### src/rtl/mesh_pkg.sv
// rtl/mesh_pkg.sv - shared mesh phase constants and controller FSM encoding
package mesh_pkg;

  // Phase code broadcast to every processing element of the mesh
  localparam logic [1:0] GS_IDLE = 2'd0;
  localparam logic [1:0] GS_LOAD = 2'd1;
  localparam logic [1:0] GS_ACC  = 2'd2;
  localparam logic [1:0] GS_CAP  = 2'd3;

  typedef enum logic [2:0] {
    ST_IDLE  = 3'd0,
    ST_CFG   = 3'd1,
    ST_LOAD  = 3'd2,
    ST_ACC   = 3'd3,
    ST_CAP   = 3'd4,
    ST_DRAIN = 3'd5,
    ST_OUT   = 3'd6
  } ctrl_state_t;

endpackage

### src/rtl/mesh_array_ctrl.sv
// rtl/mesh_array_ctrl.sv - weight/vector sequencing controller for a 2-D MAC mesh (optional MESH_CTRL_PERF_EN)
module mesh_array_ctrl
  import mesh_pkg::*;
#(
  parameter int DW    = 8,
  parameter int ROWS  = 4,
  parameter int COLS  = 4,
  parameter int ROW_W = 2,
  parameter int COL_W = 2,
  parameter int ACC_W = 16
) (
  input  logic                     clk,
  input  logic                     rst,
  input  logic                     w_valid,
  output logic                     w_ready,
  input  logic [DW-1:0]            w_data,
  input  logic                     x_valid,
  output logic                     x_ready,
  input  logic [COLS*DW-1:0]       x_data,
  output logic                     res_valid,
  input  logic                     res_ready,
  output logic [ROWS*ACC_W-1:0]    res_data,
  output logic                     busy,
  output logic                     weights_loaded,
  output logic [COLS*DW-1:0]       mesh_x_vector_flat,
  output logic [1:0]               mesh_global_state,
  output logic                     mesh_cfg_valid,
  output logic [ROW_W+COL_W-1:0]   mesh_cfg_addr,
  output logic [DW-1:0]            mesh_cfg_data,
  input  logic [ROWS*ACC_W-1:0]    mesh_result_flat
`ifdef MESH_CTRL_PERF_EN
  ,
  output logic [31:0]              perf_vec_cnt
`endif
);

  localparam int PH_MAX = (ROWS > COLS) ? ROWS : COLS;
  localparam int PH_W   = $clog2(PH_MAX + 1);

  ctrl_state_t       state;
  logic [ROW_W-1:0]  row_idx;
  logic [COL_W-1:0]  col_idx;
  logic [PH_W-1:0]   phase_cnt;
  logic              last_beat;
  logic              last_col;
  logic              w_fire;
  logic              x_fire;

  // Weights are only accepted while no vector is in flight
  assign w_ready   = (state == ST_IDLE) || (state == ST_CFG);
  assign busy      = (state != ST_IDLE);
  // A pending weight beat blocks vector acceptance so a reload always wins
  assign x_ready   = (state == ST_IDLE) && weights_loaded && !w_valid;
  assign w_fire    = w_valid && w_ready;
  assign x_fire    = x_valid && x_ready;
  assign last_col  = (col_idx == COL_W'(COLS - 1));
  assign last_beat = (row_idx == ROW_W'(ROWS - 1)) && last_col;

  // Controller FSM with beat/phase counters and all registered mesh/result outputs
  always_ff @(posedge clk) begin
    if (rst) begin
      state              <= ST_IDLE;
      row_idx            <= '0;
      col_idx            <= '0;
      phase_cnt          <= '0;
      weights_loaded     <= 1'b0;
      res_valid          <= 1'b0;
      res_data           <= '0;
      mesh_x_vector_flat <= '0;
      mesh_global_state  <= GS_IDLE;
      mesh_cfg_valid     <= 1'b0;
      mesh_cfg_addr      <= '0;
      mesh_cfg_data      <= '0;
    end else begin
      // Config write is a single-cycle pulse per accepted beat
      mesh_cfg_valid <= 1'b0;

      if (w_fire) begin
        mesh_cfg_valid <= 1'b1;
        mesh_cfg_addr  <= {row_idx, col_idx};
        mesh_cfg_data  <= w_data;
        if (last_beat) begin
          row_idx        <= '0;
          col_idx        <= '0;
          weights_loaded <= 1'b1;
          state          <= ST_IDLE;
        end else begin
          // The set in the mesh is now partial until the final beat lands
          weights_loaded <= 1'b0;
          state          <= ST_CFG;
          if (last_col) begin
            col_idx <= '0;
            row_idx <= row_idx + 1'b1;
          end else begin
            col_idx <= col_idx + 1'b1;
          end
        end
      end

      case (state)
        ST_IDLE: begin
          if (x_fire) begin
            mesh_x_vector_flat <= x_data;
            mesh_global_state  <= GS_LOAD;
            phase_cnt          <= '0;
            state              <= ST_LOAD;
          end
        end

        ST_CFG: begin
          // Beats are consumed above; gaps in w_valid simply stall here
        end

        ST_LOAD: begin
          if (phase_cnt == PH_W'(ROWS - 1)) begin
            phase_cnt          <= '0;
            mesh_x_vector_flat <= '0;
            mesh_global_state  <= GS_ACC;
            state              <= ST_ACC;
          end else begin
            phase_cnt <= phase_cnt + 1'b1;
          end
        end

        ST_ACC: begin
          if (phase_cnt == PH_W'(COLS - 1)) begin
            phase_cnt         <= '0;
            mesh_global_state <= GS_CAP;
            state             <= ST_CAP;
          end else begin
            phase_cnt <= phase_cnt + 1'b1;
          end
        end

        ST_CAP: begin
          mesh_global_state <= GS_IDLE;
          state             <= ST_DRAIN;
        end

        ST_DRAIN: begin
          // Mesh results settle during CAP and are sampled here
          res_data  <= mesh_result_flat;
          res_valid <= 1'b1;
          state     <= ST_OUT;
        end

        ST_OUT: begin
          if (res_ready) begin
            res_valid <= 1'b0;
            state     <= ST_IDLE;
          end
        end

        default: begin
          mesh_global_state <= GS_IDLE;
          state             <= ST_IDLE;
        end
      endcase
    end
  end

`ifdef MESH_CTRL_PERF_EN
  logic res_fire;
  assign res_fire = res_valid && res_ready;

  // Count consumed results; wraps naturally at 2^32
  always_ff @(posedge clk) begin
    if (rst) begin
      perf_vec_cnt <= '0;
    end else if (res_fire) begin
      perf_vec_cnt <= perf_vec_cnt + 32'd1;
    end
  end
`endif

endmodule

### config.mk
export PLATFORM = sky130hd
export DESIGN_NAME = mesh_array_ctrl
export DESIGN_NICKNAME = d
export VERILOG_FILES = /design/src/rtl/mesh_pkg.sv /design/src/rtl/mesh_array_ctrl.sv
export SDC_FILE = /design/constraint.sdc
export NUM_CORES = 1
export LEC_CHECK = 0
export CORE_MARGIN = 2
export CORE_UTILIZATION = 44
export DETAILED_ROUTE_END_ITERATION = 8
export HOLD_SLACK_MARGIN = 0.15
export PLACE_DENSITY = 0.85
export SYNTH_ARGS = -nofsm -noshare
export SYNTH_HDL_FRONTEND = slang
export SYNTH_SLANG_ARGS = --single-unit
### constraint.sdc
create_clock -name clk -period 3.75 [get_ports clk]
set_input_delay 0.375 -clock clk [delete_from_list [all_inputs] [get_ports clk]]
set_output_delay 0.375 -clock clk [all_outputs]
set_load 0.01 [all_outputs]
==> results.cfg <==
[critical_path]
worstReg2RegStart = state[0]
cp.required_ns = 3.38
critPathBufInv = 1
slowest_delay_ns = 0.57
critical_path.max_fanout = 18
worstSetupStartpointType = register
cp_num_cells = 4
crit_family = buffers and inverters
r2r_slack_ns = 1.44
arrival_ns = 2.12
startpoint_to_endpoint_class_of_the_critical_path = reg2out
crit_path_top_delay_cell = sky130_fd_sc_hd__clkdlybuf4s50_1
cp-end-kind = output pin
timing.critical_path.cells = nor2_2 -> nand2_1 -> nor3b_1 -> clkdlybuf4s50_1
r2r.worst_path.cells = 5
critical_path.reg2reg.endpoint = res_data[20]

[cts]
postCtsSetupRepairBufs = 0
clock_insertion_delay_worst_skew_ns = 0.50
post_cts.resized_instances = 0
htree_num_levels = 4
clock_tree_from_tritoncts = yes
tritoncts_num_sinks = 123
numCtsBuffers = 17
hold_buffers = 0
clock_tree.root_cell = sky130_fd_sc_hd__clkbuf_8
path_clk_slew_ns = 0.06
cts_buffer_depth = 2

[sta]
finalHoldWorstSlack_ns = 0.380
worst_clock_skew_ns = 0.0119
setup_slack_ns = 1.25
timing.final.hold_violations = 0
clock.fmax_mhz = 400
grt_setup_unrepaired = false
final.period_utilization = 0.666
max-slew-margin-rel = 0.188
worst_pin_slew_ns = 1.22
tns_ns = 0
drv_slew = 0
minimum_clock_period_ns = 2.50
final_number_of_setup_violating_endpoints = 0

[yosys]
postSynthNetCount = 678
syn-mean-instance-area_um2 = 8.41
yosysTopAreaCellShare = 0.517
synthFlopType = sky130_fd_sc_hd__dfxtp_1
synth-edff-count = 0
synth_most_common_cell = sky130_fd_sc_hd__nand2_1
yosysWarnings = 0
syn_inst = 566
synthTopCellsByCount = 195 x sky130_fd_sc_hd__nand2_1, 123 x sky130_fd_sc_hd__dfxtp_1, 85 x sky130_fd_sc_hd__a21oi_1
synth_top_cells_by_area = sky130_fd_sc_hd__dfxtp_1 52%, sky130_fd_sc_hd__nand2_1 15%, sky130_fd_sc_hd__a21oi_1 8.9%, sky130_fd_sc_hd__mux2i_1 6.7%, sky130_fd_sc_hd__nand2b_1 4.6%
post_synth_num_cell_types = 40
async_reset_ff_frac = 0
synthDominantAreaCellType = sky130_fd_sc_hd__dfxtp_1
synth-seq-area-share = 0.517
netlist_area_um2 = 4760
synth.ff_latch_count = 123

[power_and_ir_drop]
finalPower_mw = 3.45
switching_power_mw = 0.761
power_per_unit_of_standard_cell_area_nw_per_um2 = 452
share_of_power_burned_in_combinational_logic = 0.098
sw_frac_of_total = 0.220
worst_supply_voltage_drop_on_vdd_mv = 0.396
seq_power_share = 0.397
leakage_nw = 2.87
pwr-share-clk = 0.506
power_report.internal_total_mw = 2.69

[drt]
route.final.wire_length_mm = 13.7
ant_nets = 0
first_iter_violations = 179
drt-wirelength-per-cell_um = 14.8
drt_drc_violations_left = 0
dr_total_vias = 4595
vias_per_cell = 4.97
detail_route.first_pass.iterations = 5

[floorplan]
count_of_pins_on_the_block_boundary = 225
start_util = 0.457
core.rowCount = 37
placeableCoreArea_um2 = 10400
fp.dieH_um = 108
fp.dieArea_um2 = 11700
die_width_um = 108

[min_path]
min_from = rst
hold-path-cell-count = 2
worst_hold_path.endpoint = state[2]
hold_path.class = in2reg

[placed_design]
place_congestion = 0.773
dpl.cell_count = 892
pre_cts_slack_ns = 1.42
portBuffers = 224
dpl.hpwl_mm = 9.42

[global_route]
groute.layer.met1.usage = 0.262
grtUsageMet3 = 0.0856
vias_in_the_first_global_route = 4551
grt_first_pass_wirelength_mm = 21.4
global_route.overflow_total = 0
antenna_violations_before_repair = 0
top_usage_layer = met2
grt_start_max_net_pins = 66
use_met2 = 0.399
total_routing_resource_utilization_after_global_routing = 0.231

[outcome]
run_status = completed

[final_layout]
fillerInstances = 767
final_net_count = 887
syn_to_final_growth_pct = 60.5
num_antenna_cells = 0
final_cell_count_no_fill = 924
final_layout_size_suffix_gt1_frac = 0.0571

[job]
maxCapViolCount = 0
cells by family after synthesis:
logic type	count (synthesis)	synth area share
adders and majority gates	3	0.00788
and+or+nand+nor	262	0.241
buffers and inverters	41	0.0478
muxes	32	0.0673
DFF	123	0.517
AOI/OAI and AO/OA	105	0.119
metrics by stage:
step	cell area [um^2]	util
after global placement	7000	0.672
after detailed placement	7000	0.672
after global routing	7640	0.734
after floorplan	4760	-
after CTS	7640	0.734
final	7640	0.734
worst max-delay path by stage:
stage | to | slack [ns] | from
CTS | x_ready | 1.23 | state[1]
finish | x_ready | 1.25 | state[1]
global route | x_ready | 1.15 | state[1]
detailed placement | res_data[11] | 1.42 | state[0]
global placement | mesh_x_vector_flat[24] | 1.59 | w_valid
floorplan | x_ready | 2.21 | state[2]
registers in the layout, summed over array words and instances (netlist names), 2 cells and up:
signal              count
mesh_x_vector_flat     32
res_data               64
mesh_global_state       2
state                   3
mesh_cfg_data           8
col_idx                 2
phase_cnt               3
row_idx                 2
mesh_cfg_addr           4
final cells by class:
class / instances / area [um^2] / share of cell area
Clock inverter: 12 / 185 / 0.0242
Multi-Input combinational cell: 402 / 2070 / 0.271
Tap cell: 136 / 170 / 0.0223
Timing Repair Buffer: 229 / 2290 / 0.300
Sequential cell: 123 / 2460 / 0.322
Inverter: 2 / 7.51 / 0.000982
Clock buffer: 20 / 455 / 0.0596
routing by layer:
metal,vias up,part of all wire
met3,20,0.090
met2,166,0.49
met5,-,0
met1,2137,0.40
met4,0,0.018
li1,2272,-
layout by cell type, fill, tap and decap left out, drive strengths merged, types with 2 or more instances in the layout:
cell,netlist,layout
mux2i,32,32
inv,2,5
clkinvlp,0,4
nand3,4,4
ha,3,3
bufinv,0,4
o21ai,7,7
clkdlybuf4s50,0,223
buf,14,6
nor3,3,3
nor3b,3,3
a22oi,2,2
nor2,12,12
dfxtp,123,123
clkbuf,25,20
nand2b,35,35
nand2,195,195
or3,2,2
a21oi,86,86
or2,2,2
nor2b,3,3
power by group through the flow:
stage	clock [mW]	sequential, mW	combinational, mW
floorplan	0	1.41	0.135
detailed placement	0	1.40	0.336
CTS	1.77	1.37	0.339
global placement	0	1.40	0.330
finish	1.75	1.37	0.337
global route	1.84	1.37	0.362
(Power assumes the default switching activity.)
